<file path="src/rtl/ir_cmd_decoder.sv">
// NEC frame validator and key decoder for the music control unit.
// Pulse/error outputs land 3 cycles after the ready rising edge; edges arriving while busy are dropped.
module ir_cmd_decoder #(
  parameter int unsigned HOLDOFF_CYCLES = 12_500_000,
  parameter bit          CHECK_CUSTOM   = 1'b1,
  parameter logic [15:0] CUSTOM_CODE    = 16'h6B86
) (
  input  logic        CLOCK,
  input  logic        iRST_n,
  input  logic        iDATA_READY,
  input  logic [31:0] iDATA,
  output logic        oRESET_CMD,
  output logic        oPLAYPAUSE,
  output logic        oRESTART,
  output logic        oNEXT,
  output logic        oPREV,
  output logic        oFAST,
  output logic        oSLOW,
  output logic [7:0]  oKEY,
  output logic        oERR,
  output logic [7:0]  oERR_CNT
);

  typedef enum logic [1:0] {IDLE, CAPTURE, CHECK} state_t;

  localparam logic [23:0] HOLDOFF_LD = 24'(HOLDOFF_CYCLES);

  state_t      state, state_nxt;
  logic        rdy_q;
  logic [31:0] frame;
  logic [23:0] holdoff;
  logic [7:0]  last_key;
  logic        last_vld;
  logic [7:0]  key;
  logic        frame_bad;
  logic        do_err, do_rep, do_acc;

  assign key       = frame[23:16];
  assign frame_bad = (frame[31:24] != ~frame[23:16]) ||
                     (CHECK_CUSTOM && (frame[15:0] != CUSTOM_CODE));

  always_ff @(posedge CLOCK or negedge iRST_n) begin
    if (!iRST_n) state <= IDLE;
    else         state <= state_nxt;
  end

  always_comb begin
    state_nxt = state;
    do_err    = 1'b0;
    do_rep    = 1'b0;
    do_acc    = 1'b0;
    case (state)
      IDLE:    if (iDATA_READY && !rdy_q) state_nxt = CAPTURE;
      CAPTURE: state_nxt = CHECK;
      CHECK: begin
        state_nxt = IDLE;
        if (frame_bad)                                        do_err = 1'b1;
        else if (last_vld && key == last_key && holdoff != '0) do_rep = 1'b1;
        else                                                  do_acc = 1'b1;
      end
      default: state_nxt = IDLE;
    endcase
  end

  always_ff @(posedge CLOCK or negedge iRST_n) begin
    if (!iRST_n) begin
      rdy_q      <= 1'b0;
      frame      <= '0;
      holdoff    <= '0;
      last_key   <= '0;
      last_vld   <= 1'b0;
      oRESET_CMD <= 1'b0;
      oPLAYPAUSE <= 1'b0;
      oRESTART   <= 1'b0;
      oNEXT      <= 1'b0;
      oPREV      <= 1'b0;
      oFAST      <= 1'b0;
      oSLOW      <= 1'b0;
      oKEY       <= '0;
      oERR       <= 1'b0;
      oERR_CNT   <= '0;
    end else begin
      rdy_q <= iDATA_READY;
      if (state == CAPTURE) frame <= iDATA;

      // A held key keeps refreshing the window, so it never times out while repeating.
      if (do_rep || do_acc)    holdoff <= HOLDOFF_LD;
      else if (holdoff != '0)  holdoff <= holdoff - 24'd1;

      oRESET_CMD <= do_acc && (key == 8'h12);
      oPLAYPAUSE <= do_acc && (key == 8'h16);
      oRESTART   <= do_acc && (key == 8'h17);
      oNEXT      <= do_acc && (key == 8'h18);
      oPREV      <= do_acc && (key == 8'h14);
      oERR       <= do_err;

      if (do_err && oERR_CNT != 8'hFF) oERR_CNT <= oERR_CNT + 8'd1;

      if (do_acc) begin
        last_key <= key;
        last_vld <= 1'b1;
        oKEY     <= key;
        case (key)
          8'h10:   begin oFAST <= 1'b1; oSLOW <= 1'b0; end
          8'h0F:   begin oFAST <= 1'b0; oSLOW <= 1'b1; end
          8'h13:   begin oFAST <= 1'b0; oSLOW <= 1'b0; end
          default: ;
        endcase
      end
    end
  end

endmodule

</file>
<file path="config.mk">
export PLATFORM = sky130hd
export DESIGN_NAME = ir_cmd_decoder
export DESIGN_NICKNAME = d
export VERILOG_FILES = /design/src/rtl/ir_cmd_decoder.sv
export SDC_FILE = /design/constraint.sdc
export NUM_CORES = 1
export LEC_CHECK = 0
export CAP_MARGIN = 20
export CORE_MARGIN = 3
export CORE_UTILIZATION = 55
export CTS_BUF_LIST = sky130_fd_sc_hd__clkbuf_8
export DETAILED_ROUTE_END_ITERATION = 10
export PLACE_DENSITY = 0.81
export SLEW_MARGIN = 25
export SYNTH_ARGS = -nofsm -noshare
export SYNTH_HDL_FRONTEND = slang
export SYNTH_SLANG_ARGS = --single-unit
</file>
<file path="constraint.sdc">
create_clock -name CLOCK -period 2.3 [get_ports CLOCK]
set_input_delay 0.46 -clock CLOCK [delete_from_list [all_inputs] [get_ports CLOCK]]
set_output_delay 0.46 -clock CLOCK [all_outputs]
set_load 0.02 [all_outputs]
</file>
; ---- Word-level counts from Yosys, hierarchy flattened
; Index checks and enable logic that the tools add are counted.
[word_totals]
inputBits = 35
latchBits = 0
word_cells = 68
regBits = 84
mem_bits_ro = 0
ramBits = 0
mem_count = 0
out_inout_bits = 24
[classes]
n_eq_ne = 15
bitwise_logic = 1
shift = 0
reduce_logical = 21
addsub = 2
n_mux = 14
n_mul = 0
n_div = 0
n_lt_le_gt_ge = 0
[op_table]
columns = op, n
row1 = $eq 8x5->1 const B, 7
row2 = $mux 24, 2
row3 = $reduce_bool 24->1, 1
row4 = $sub 24x1->24 const B, 1
row5 = $ne 16x15->1 const B, 1
row6 = $logic_and 1x1->1, 9
row7 = $add 8x1->8 const B, 1
row8 = $eq 8x4->1 const B, 1
row9 = $eq 8x8->1, 1
row10 = $mux 1, 8
row11 = $ne 8x8->1, 1
row12 = $ne 8x8->1 const B, 1
row13 = $not 8->8, 1
row14 = $reduce_bool 2->1, 3
row15 = $pmux 1 s2, 2
row16 = $pmux 2 s2, 1
row17 = $reduce_and 2->1, 2
row18 = $reduce_or 2->1, 2
row19 = $eq 2x1->1 const B, 1
row20 = $eq 2x2->1 const B, 1
row21 = $logic_not 2->1, 1
row22 = $logic_or 1x1->1, 2
row23 = $mux 2, 1
row24 = $ne 2x2->1 const B, 1
row25 = $logic_not 1->1, 1

; ---- Longest topological paths before layout
; Gate-level depths: netlist (run 1).
[depth]
word_depth = 8
mapped_depth = 9
depth_no_buf = 8

; ---- Worst setup path after synthesis (run 1)
; No wires, ideal clock.
[synth_path]
path_kind = register -> register
startpoint = reg holdoff[0]
endpoint = reg holdoff[13]
stages_incl_launch_ff = 10
setup_time_ps = 134
arrival_ps = 1833
required_ps = 2166
synth_period_minus_slack_ps = 1967
n_path_buf = 1
setup_slack_ps = 333
cell_sequence = dfrtp_1 -> inv_1 -> ha_1 -> nand2b_1 -> nor4_1 -> nand4_1 -> buf_2 -> nand4_1 -> xor2_1 -> nand2_1
[synth_between]
elab_chain_cells = 7
elab_cells_between_ends = 13
classes_between = add/sub: 1 / mux: 8 / reduce/logical: 4
[synth_lines]
columns = element, line_no
row1 = start: declaration, 31  ; logic [23:0] holdoff;
row2 = start signal: assignment, 88  ; else if (holdoff != '0) holdoff <= holdoff - 24'd1;
row3 = "parallel branches: the longest is 7 deep, another holds $sub 24x1->24", --
; Parallel ways; which one is timed is not known. The select of a mux whose other input is x is not followed.
; A chain may end at the register's enable or synchronous reset.

; ---- Worst setup path after layout (run 1)
[layout_path]
startpoint = reg frame[5]
endpoint = reg oERR_CNT[5]
[layout_between]
elab_chain_cells = 5
[layout_lines]
columns = element, line_no
row1 = start: declaration, 30  ; logic [31:0] frame;
row2 = start signal: assignment, 84  ; if (state == CAPTURE) frame <= iDATA;
row3 = $ne 16x15->1, 40  ; (CHECK_CUSTOM && (frame[15:0] != CUSTOM_CODE));
row4 = $logic_or 1x1->1, 39  ; assign frame_bad = (frame[31:24] != ~frame[23:16]) ||
row5 = $mux 1, 57  ; if (frame_bad) do_err = 1'b1;
row6 = $mux 1, 52  ; case (state)
row7 = via do_err, 36  ; logic do_err, do_rep, do_acc;
row8 = $logic_and 1x1->1, 97  ; if (do_err && oERR_CNT != 8'hFF) oERR_CNT <= oERR_CNT + 8'd1;
row9 = end signal: assignment, 97
row10 = end: declaration, 21  ; output logic [7:0] oERR_CNT
; The timed path passes the listed nets, and every way through them passes these cells.

==> tab_implementation.tex, run 1 <==
\begin{tabular}{lr}
\hline
Metric & Value \\
\hline
\multicolumn{2}{l}{\textbf{Outcome}} \\
\quad Outcome & completed \\
\multicolumn{2}{l}{\textbf{Logic synthesis}} \\
\quad Syn Nets & 392 \\
\quad Post-synth EDFFs & 0 \\
\quad Post-Syn Area & 4090 um\^{}2 \\
\quad Number of register bits inferred by synthesis & 84 \\
\quad Cell count after synthesis & 354 \\
\quad Top FF cell, synth & dfrtp\_1 \\
\quad Count of cell types in the netlist & 51 \\
\quad Number of warnings reported in the yosys synthesis log & 0 \\
\quad Proportion of synthesized chip area in sequential cells & 0.5139 \\
\quad FFs w/ async S/R, synth & 1.000 \\
\quad Per-instance average area after synthesis & 11.55 um\^{}2 \\
\multicolumn{2}{l}{\textbf{Hold path}} \\
\quad Kind of path behind the tightest hold check & primary input to asynchronous set/reset pin \\
\multicolumn{2}{l}{\textbf{Timing}} \\
\quad Actual transition at the worst max-transition pin & 0.5475 ns \\
\quad Final Critical Period & 2.175 ns \\
\quad Highest clock rate & 459.9 MHz \\
\quad Unrepaired setup endpoints after global routing & false \\
\quad Count of endpoints failing setup in the final report & 0 \\
\quad Setup TNS & 0 ns \\
\quad Remaining max-slew budget at the tightest pin & 0.6350 \\
\quad Hold violation count in the final report & 0 \\
\quad Final cycle utilization of the critical path & 0.9455 \\
\quad Count of pins over their slew limit & 0 \\
\quad Fin Clk Skew & 0.01592 ns \\
\multicolumn{2}{l}{\textbf{Critical path}} \\
\quad Data required time at the worst endpoint & 2.53 ns \\
\quad Startpoint type of the worst setup path & register \\
\quad Critical path class & register to register \\
\quad Sort of element at the end of the critical path & register \\
\quad CP Max Fanout & 5 \\
\quad Critical Path AT & 2.40 ns \\
\multicolumn{2}{l}{\textbf{Drt}} \\
\quad Vias post-DR & 2846 \\
\quad Number of design rule violations left after detail routing & 0 \\
\quad Post-detailed-route count of antenna-violating nets & 0 \\
\quad Drt first-iter violations & 158 \\
\quad Detailed-router iteration count before antenna repair & 5 \\
\quad Post-detailed-route wirelength per cell & 15.55 um \\
\quad Vias per cell & 5.452 \\
\quad Total Routed Length & 8117 um \\
\multicolumn{2}{l}{\textbf{Power}} \\
\quad PnR Total Power & 3541 uW \\
\quad Cell leakage power & 0.002275 uW \\
\quad Total power divided by cell area & 707.3 nW/um\^{}2 \\
\quad Largest voltage drop on the vdd net & 0.5735 mV \\
\multicolumn{2}{l}{\textbf{Finish}} \\
\quad Leading cell type in the layout, fill and taps excluded & dfrtp\_1 \\
\quad Area of the multi-input gates & 1892 um\^{}2 \\
\quad Area used by sequential logic in the layout & 2102 um\^{}2 \\
\quad Nets@finish & 459 \\
\quad Number of inserted diodes & 0 \\
\quad Filler cells & 523 \\
\quad Fraction of final layout cells sized beyond drive strength 1 & 0.2019 \\
\quad Area growth, synth to finish & 22.39\% \\
\quad Commonest non-fill, non-tap cells in the layout & dfrtp\_1 (84), clkdlybuf4s50\_1 (57), nand2\_1 (47) \\
\multicolumn{2}{l}{\textbf{Placement}} \\
\quad Weighted congestion reported at the end of routability-driven placement & 0.8303 \\
\quad Detailed-placement wirelength estimate & 5916 um \\
\quad Count of input and output buffers & 58 \\
\multicolumn{2}{l}{\textbf{Floorplanning}} \\
\quad Boundary pin count & 59 \\
\quad Core Area & 6982 um\^{}2 \\
\quad Die Footprint & 8507 um\^{}2 \\
\quad Die boundary width & 92.24 um \\
\quad Standard-cell rows & 30 \\
\quad Initial core utilization & 0.5858 \\
\quad Vertical extent of the die & 92.24 um \\
\multicolumn{2}{l}{\textbf{Global route}} \\
\quad Number of antenna violations at the first check in global routing & 0 \\
\quad Maximum number of pins on one net before global-route repair & 44 \\
\quad Number of global-route vias before repair & 2938 \\
\quad Global routing usage summed across all routing layers & 0.2069 \\
\quad Wire length of the first global-routing pass & 13920 um \\
\quad Remaining global-route overflow & 0 \\
\multicolumn{2}{l}{\textbf{Clocking}} \\
\quad CTS Sinks & 84 \\
\quad Maximum clock path buffer count & 2 \\
\quad Clk slew on worst S/H paths & 0.08 ns \\
\quad CTS tree & done \\
\quad Root Buffer Master & clkbuf\_8 \\
\quad Hold buffers post-CTS & 0 \\
\quad Number of levels the H-tree was split into & 3 \\
\quad Total clock buffers created by CTS & 9 \\
\quad Insertion delay to the later sink of the worst-skew pair & 0.36 ns \\
\quad Number of gates resized after CTS & 0 \\
\quad Buffers inserted during post-CTS setup optimization & 0 \\
\multicolumn{2}{l}{\textbf{Job}} \\
\quad Max Cap Viol & 0 \\
\hline
\end{tabular}
-- registers in the layout, summed over array words and instances (netlist names) --
| signal | count |
|---|---|
| frame | 32 |
| holdoff | 24 |
| last_key | 8 |
| oERR_CNT | 8 |
| state | 2 |
| last_vld | 1 |
| oERR | 1 |
| oFAST | 1 |
| oNEXT | 1 |
| oPLAYPAUSE | 1 |
| oPREV | 1 |
| oRESET_CMD | 1 |
| oRESTART | 1 |
| oSLOW | 1 |
| rdy_q | 1 |
-- Yosys cell counts (2+ instances only) --
| cell type | number | area (um^2) |
|---|---|---|
| nor4_4 | 6 | 127.6 |
| a21oi_1 | 4 | 20.02 |
| ha_1 | 3 | 37.54 |
| and3_1 | 5 | 31.28 |
| nor4b_1 | 2 | 17.52 |
| nand2_1 | 47 | 176.4 |
| o31ai_1 | 3 | 22.52 |
| nor3_4 | 2 | 32.53 |
| nand3_1 | 12 | 60.06 |
| dfrtp_1 | 84 | 2102 |
| clkbuf_1 | 7 | 26.28 |
| nand2b_1 | 3 | 18.77 |
| nand4_1 | 7 | 43.79 |
| or4_1 | 2 | 15.01 |
| nand4b_1 | 3 | 26.28 |
| nor4_1 | 6 | 37.54 |
| buf_2 | 7 | 35.03 |
| a31oi_1 | 2 | 12.51 |
| mux2_2 | 32 | 360.4 |
| nor3b_1 | 2 | 15.01 |
| buf_4 | 2 | 15.01 |
| o21ai_0 | 2 | 10.01 |
| o21ai_1 | 6 | 30.03 |
| inv_1 | 3 | 11.26 |
| xor2_1 | 8 | 70.07 |
| nor4_2 | 2 | 25.02 |
| nor3b_2 | 2 | 25.02 |
| or3_1 | 4 | 25.02 |
| nor3_1 | 10 | 50.05 |
| xnor2_1 | 30 | 262.8 |
| and2_1 | 3 | 18.77 |
| nor2_1 | 21 | 78.83 |
| nand4bb_1 | 4 | 45.04 |
-- critical path: stages, from the launching register on --
cell and delay, ns:
dfrtp_1 0.40, or4b_1 0.52, nor4_1 0.43, a31oi_1 0.22
nand2_1 0.22, nor3_1 0.10, xor2_1 0.15
-- through the flow --
stage	util	setup WS (ns)	area [um^2]	hold WS [ns]	instances
floorplan	-	0.3332	4090	0.1644	354
global placement	0.6916	0.1854	4828	0.3868	506
detailed placement	0.6916	0.1906	4828	0.3993	506
CTS	0.7170	0.1414	5006	0.09915	522
global route	0.7170	0.01022	5006	0.1108	522
finish	0.7170	0.1254	5006	0.07911	522
-- report_power, final --
part           internal [uW]  switching [uW]  total [uW]
clock                    420             540         960
combinational            408             334         742
sequential              1660             183        1840
total                   2480            1060        3540
-- routing by layer --
metal / track usage / wire length [um]
met5: 0 / 0
met4: 0.05817 / 70
met3: 0.04758 / 343
met2: 0.3485 / 4046
met1: 0.2682 / 3657
-- cells by family after synthesis --
kind of cell / Yosys count / synth area share
mux: 32 / 0.08810
compound gates: 21 / 0.03151
fa+ha+maj: 3 / 0.009178
xor+xnor: 38 / 0.08137
buf+inv: 20 / 0.02417
flops: 84 / 0.5139
simple gates: 156 / 0.2518
-- final cells by class --
cell class / instances / share of cell area
clock buffers: 10 / 0.02749
clock inverters: 6 / 0.007998
inverters: 3 / 0.002249
repair buffers: 73 / 0.1405
well taps: 96 / 0.02399
flip-flops and latches: 84 / 0.4199
multi-input cells: 250 / 0.3779
-- worst paths after layout --
check,from,end,slack [ns],depth (start not counted)
setup / recovery,frame[5],oERR_CNT[5],0.13,6
hold / removal,iRST_n,holdoff[16],0.08,1
setup reg to reg,frame[5],oERR_CNT[5],0.13,6
hold reg to reg,rdy_q,state[0],0.41,1
max in group asynchronous,iRST_n,holdoff[4],1.61,2
min in group CLOCK,rdy_q,state[0],0.41,1
No activity file was read; power rests on OpenSTA's default activity.
==> run 2: changes to the inputs <==
Settings changed: RECOVER_POWER set to 50, SKIP_CTS_REPAIR_TIMING set to 1.
==> run 2 against run 1 <==
Die area stayed put. Critical path depth did not move. Utilization decreased by 0.39 points. Critical path type unchanged. Sequential cell count unchanged. Clock skew barely moved. Routed wire length fell by 0.41%.
==> tab_implementation.tex, run 2 (same netlist as run 1, synthesis figures left out) <==
\begin{tabular}{lr}
\hline
Metric & Value \\
\hline
\multicolumn{2}{l}{\textbf{Power}} \\
\quad Largest voltage drop on the vdd net & 0.5778 mV (+0.75\%) \\
\quad Portion of total power attributed to sequential cells & 0.520 (about the same) \\
\quad Design internal power & 2478 uW (-0.23\%) \\
\quad Net switching fraction of the power & 0.2985 (about the same) \\
\quad Total power divided by cell area & 709.5 nW/um\^{}2 (+0.31\%) \\
\quad Share of power burned in combinational logic & 0.208 (-0.002) \\
\quad Cell leakage power & 0.002261 uW (-0.62\%) \\
\quad Power dissipated by switching net loads & 1054 uW (-0.26\%) \\
\quad Clock Power Share & 0.271 (about the same) \\
\multicolumn{2}{l}{\textbf{Finish}} \\
\quad Area growth, synth to finish & 21.72\% \\
\quad Number of flip-flops under the largest register name & 32 (unchanged) \\
\quad Largest reg by FF count & frame \\
\quad Nets@finish & 459 (unchanged) \\
\quad Number of inserted diodes & 0 (unchanged) \\
\quad Filler cells & 529 (+1.1\%) \\
\quad Registers with the highest flip-flop counts & frame x32, holdoff x24 \\
\quad Design Area, Final & 4979 um\^{}2 (-0.55\%) \\
\quad Fraction of final layout cells sized beyond drive strength 1 & 0.1948 (-0.007042) \\
\quad Leading cell type in the layout, fill and taps excluded & dfrtp\_1 \\
\quad Commonest non-fill, non-tap cells in the layout & dfrtp\_1 (84), clkdlybuf4s50\_1 (56), nand2\_1 (47) \\
\multicolumn{2}{l}{\textbf{Drt}} \\
\quad Drt first-iter violations & 126 (-20\%) \\
\quad Vias post-DR & 2864 (+0.63\%) \\
\quad Detailed-router iteration count before antenna repair & 4 (-1) \\
\quad Post-detailed-route count of antenna-violating nets & 0 (unchanged) \\
\quad Number of design rule violations left after detail routing & 0 (unchanged) \\
\quad Post-detailed-route wirelength per cell & 15.49 um (-0.41\%) \\
\quad Total Routed Length & 8084 um (-0.41\%) \\
\quad Vias per cell & 5.487 (+0.63\%) \\
\multicolumn{2}{l}{\textbf{Global route}} \\
\quad Wire length of the first global-routing pass & 13920 um (unchanged) \\
\quad Maximum number of pins on one net before global-route repair & 44 (unchanged) \\
\quad Number of antenna violations at the first check in global routing & 0 (unchanged) \\
\quad Number of global-route vias before repair & 2938 (unchanged) \\
\quad Global routing usage summed across all routing layers & 0.2069 (unchanged) \\
\quad Remaining global-route overflow & 0 (unchanged) \\
\multicolumn{2}{l}{\textbf{Clocking}} \\
\quad CTS Sinks & 84 (unchanged) \\
\quad Insertion delay to the later sink of the worst-skew pair & 0.36 ns (about the same) \\
\quad Total clock buffers created by CTS & 9 (unchanged) \\
\quad Maximum clock path buffer count & 2 (unchanged) \\
\quad Root Buffer Master & clkbuf\_8 \\
\quad Clk slew on worst S/H paths & 0.09 ns (about the same) \\
\quad CTS tree & done \\
\quad Number of levels the H-tree was split into & 3 (unchanged) \\
\multicolumn{2}{l}{\textbf{Critical path}} \\
\quad Crit-path max cell delay & 0.52 ns (about the same) \\
\quad R2R Path End & oERR\_CNT[5] \\
\quad Startpoint type of the worst setup path & register \\
\quad Data required time at the worst endpoint & 2.53 ns (about the same) \\
\quad Dominant delay contributor by cell family on the critical path & simple AND/OR/NAND/NOR gates \\
\quad Number of cell instances on the worst register-to-register path & 6 (unchanged) \\
\quad Sort of element at the end of the critical path & register \\
\quad Critical path class & register to register \\
\quad Critical path's slowest cell & or4b\_1 \\
\quad Worst reg-to-reg setup slack & 0.13 ns (about the same) \\
\quad Critical Path AT & 2.40 ns (about the same) \\
\quad Number of buffers and inverters on the critical path & 0 (unchanged) \\
\quad CP Max Fanout & 5 (unchanged) \\
\quad CP Cell Sequence & or4b\_1, nor4\_1, a31oi\_1, nand2\_1, nor3\_1, xor2\_1 \\
\quad Critical R2R Launch & frame[5] \\
\multicolumn{2}{l}{\textbf{Hold path}} \\
\quad Kind of path behind the tightest hold check & primary input to asynchronous set/reset pin \\
\multicolumn{2}{l}{\textbf{Floorplanning}} \\
\quad Core Area & 6982 um\^{}2 (unchanged) \\
\quad Die Footprint & 8507 um\^{}2 (unchanged) \\
\quad Boundary pin count & 59 (unchanged) \\
\quad Standard-cell rows & 30 (unchanged) \\
\quad Initial core utilization & 0.5858 (unchanged) \\
\quad Vertical extent of the die & 92.24 um (unchanged) \\
\quad Die boundary width & 92.24 um (unchanged) \\
\multicolumn{2}{l}{\textbf{Timing}} \\
\quad Highest clock rate & 459.9 MHz (about the same) \\
\quad Count of pins over their slew limit & 0 (unchanged) \\
\quad Fin Clk Skew & 0.01582 ns (-0.00009760 ns) \\
\quad Final cycle utilization of the critical path & 0.9454 (about the same) \\
\quad Hold violation count in the final report & 0 (unchanged) \\
\quad Unrepaired setup endpoints after global routing & false \\
\quad Remaining max-slew budget at the tightest pin & 0.3178 (-0.3173) \\
\quad Actual transition at the worst max-transition pin & 1.023 ns (+0.4759 ns) \\
\quad Setup TNS & 0 ns (unchanged) \\
\quad Final Critical Period & 2.174 ns (-0.0002100 ns) \\
\quad Count of endpoints failing setup in the final report & 0 (unchanged) \\
\multicolumn{2}{l}{\textbf{Placement}} \\
\quad Count of input and output buffers & 58 (unchanged) \\
\quad Detailed-placement wirelength estimate & 5916 um (unchanged) \\
\quad Weighted congestion reported at the end of routability-driven placement & 0.8303 (unchanged) \\
\quad Placed Instance Area & 4828 um\^{}2 (unchanged) \\
\multicolumn{2}{l}{\textbf{Outcome}} \\
\quad Outcome & completed \\
\multicolumn{2}{l}{\textbf{Job}} \\
\quad Max Cap Viol & 0 (unchanged) \\
\hline
\end{tabular}
==> run 2: changes by cell type in the layout (fill, tap and decap cells not counted), sizes merged <==
| cell | change |
|---|---|
| buf | -4 |
| clkbuf | +4 |
| clkdlybuf4s50 | -1 |
| dlygate4sd3 | +1 |
==> run 2: how the worst max path moves through the flow <==
stage	slack, ns	to	cells after the start	start
finish	0.13	oERR_CNT[5]	6	frame[5]
CTS	0.14	oERR_CNT[5]	6	frame[5]
global placement	0.19	oERR_CNT[5]	6	frame[5]
detailed placement	0.19	oERR_CNT[5]	6	frame[5]
floorplan	0.33	holdoff[13]	9	holdoff[0]
global route	0.01	oERR_CNT[5]	6	frame[5]
==> run 2: area by class of cell <==
| class | instances | area, um^2 | area share |
|---|---|---|---|
| sequential | 84 | 2102 | 0.4222 |
| clock buffer | 10 | 137.6 | 0.02765 |
| clock inverter | 6 | 40.04 | 0.008042 |
| inverter | 3 | 11.26 | 0.002262 |
| timing repair buffer | 73 | 678.2 | 0.1362 |
| multi-input combinational | 250 | 1889 | 0.3795 |
| tap | 96 | 120.1 | 0.02413 |
==> run 2: power groups by stage <==
stage | Combinational, uW | Clock (uW) | Sequential (uW)
global placement | 725 | 0 | 1850
floorplan | 473 | 0 | 1840
CTS | 749 | 978 | 1840
detailed placement | 748 | 0 | 1870
global route | 799 | 1050 | 1860
finish | 735 | 959 | 1840
==> run 2: stage by stage <==
step | hold WS, ns | utilization | worst slack (ns) | std cells | power [uW]
floorplan | 0.1644 | - | 0.3332 | 354 | 2317
global placement | 0.3868 | 0.6916 | 0.1854 | 506 | 2577
detailed placement | 0.3993 | 0.6916 | 0.1906 | 506 | 2613
CTS | 0.09915 | 0.7170 | 0.1414 | 522 | 3566
global route | 0.3433 | 0.7131 | 0.01022 | 522 | 3710
finish | 0.2671 | 0.7131 | 0.1256 | 522 | 3532
==> run 2: routing by layer <==
metal,wire length (um),vias to the layer above,GRT usage
li1,-,1383,-
met1,3609,1406,0.2682
met2,4067,65,0.3485
met3,337,10,0.04758
met4,70,0,0.05817
met5,0,-,0
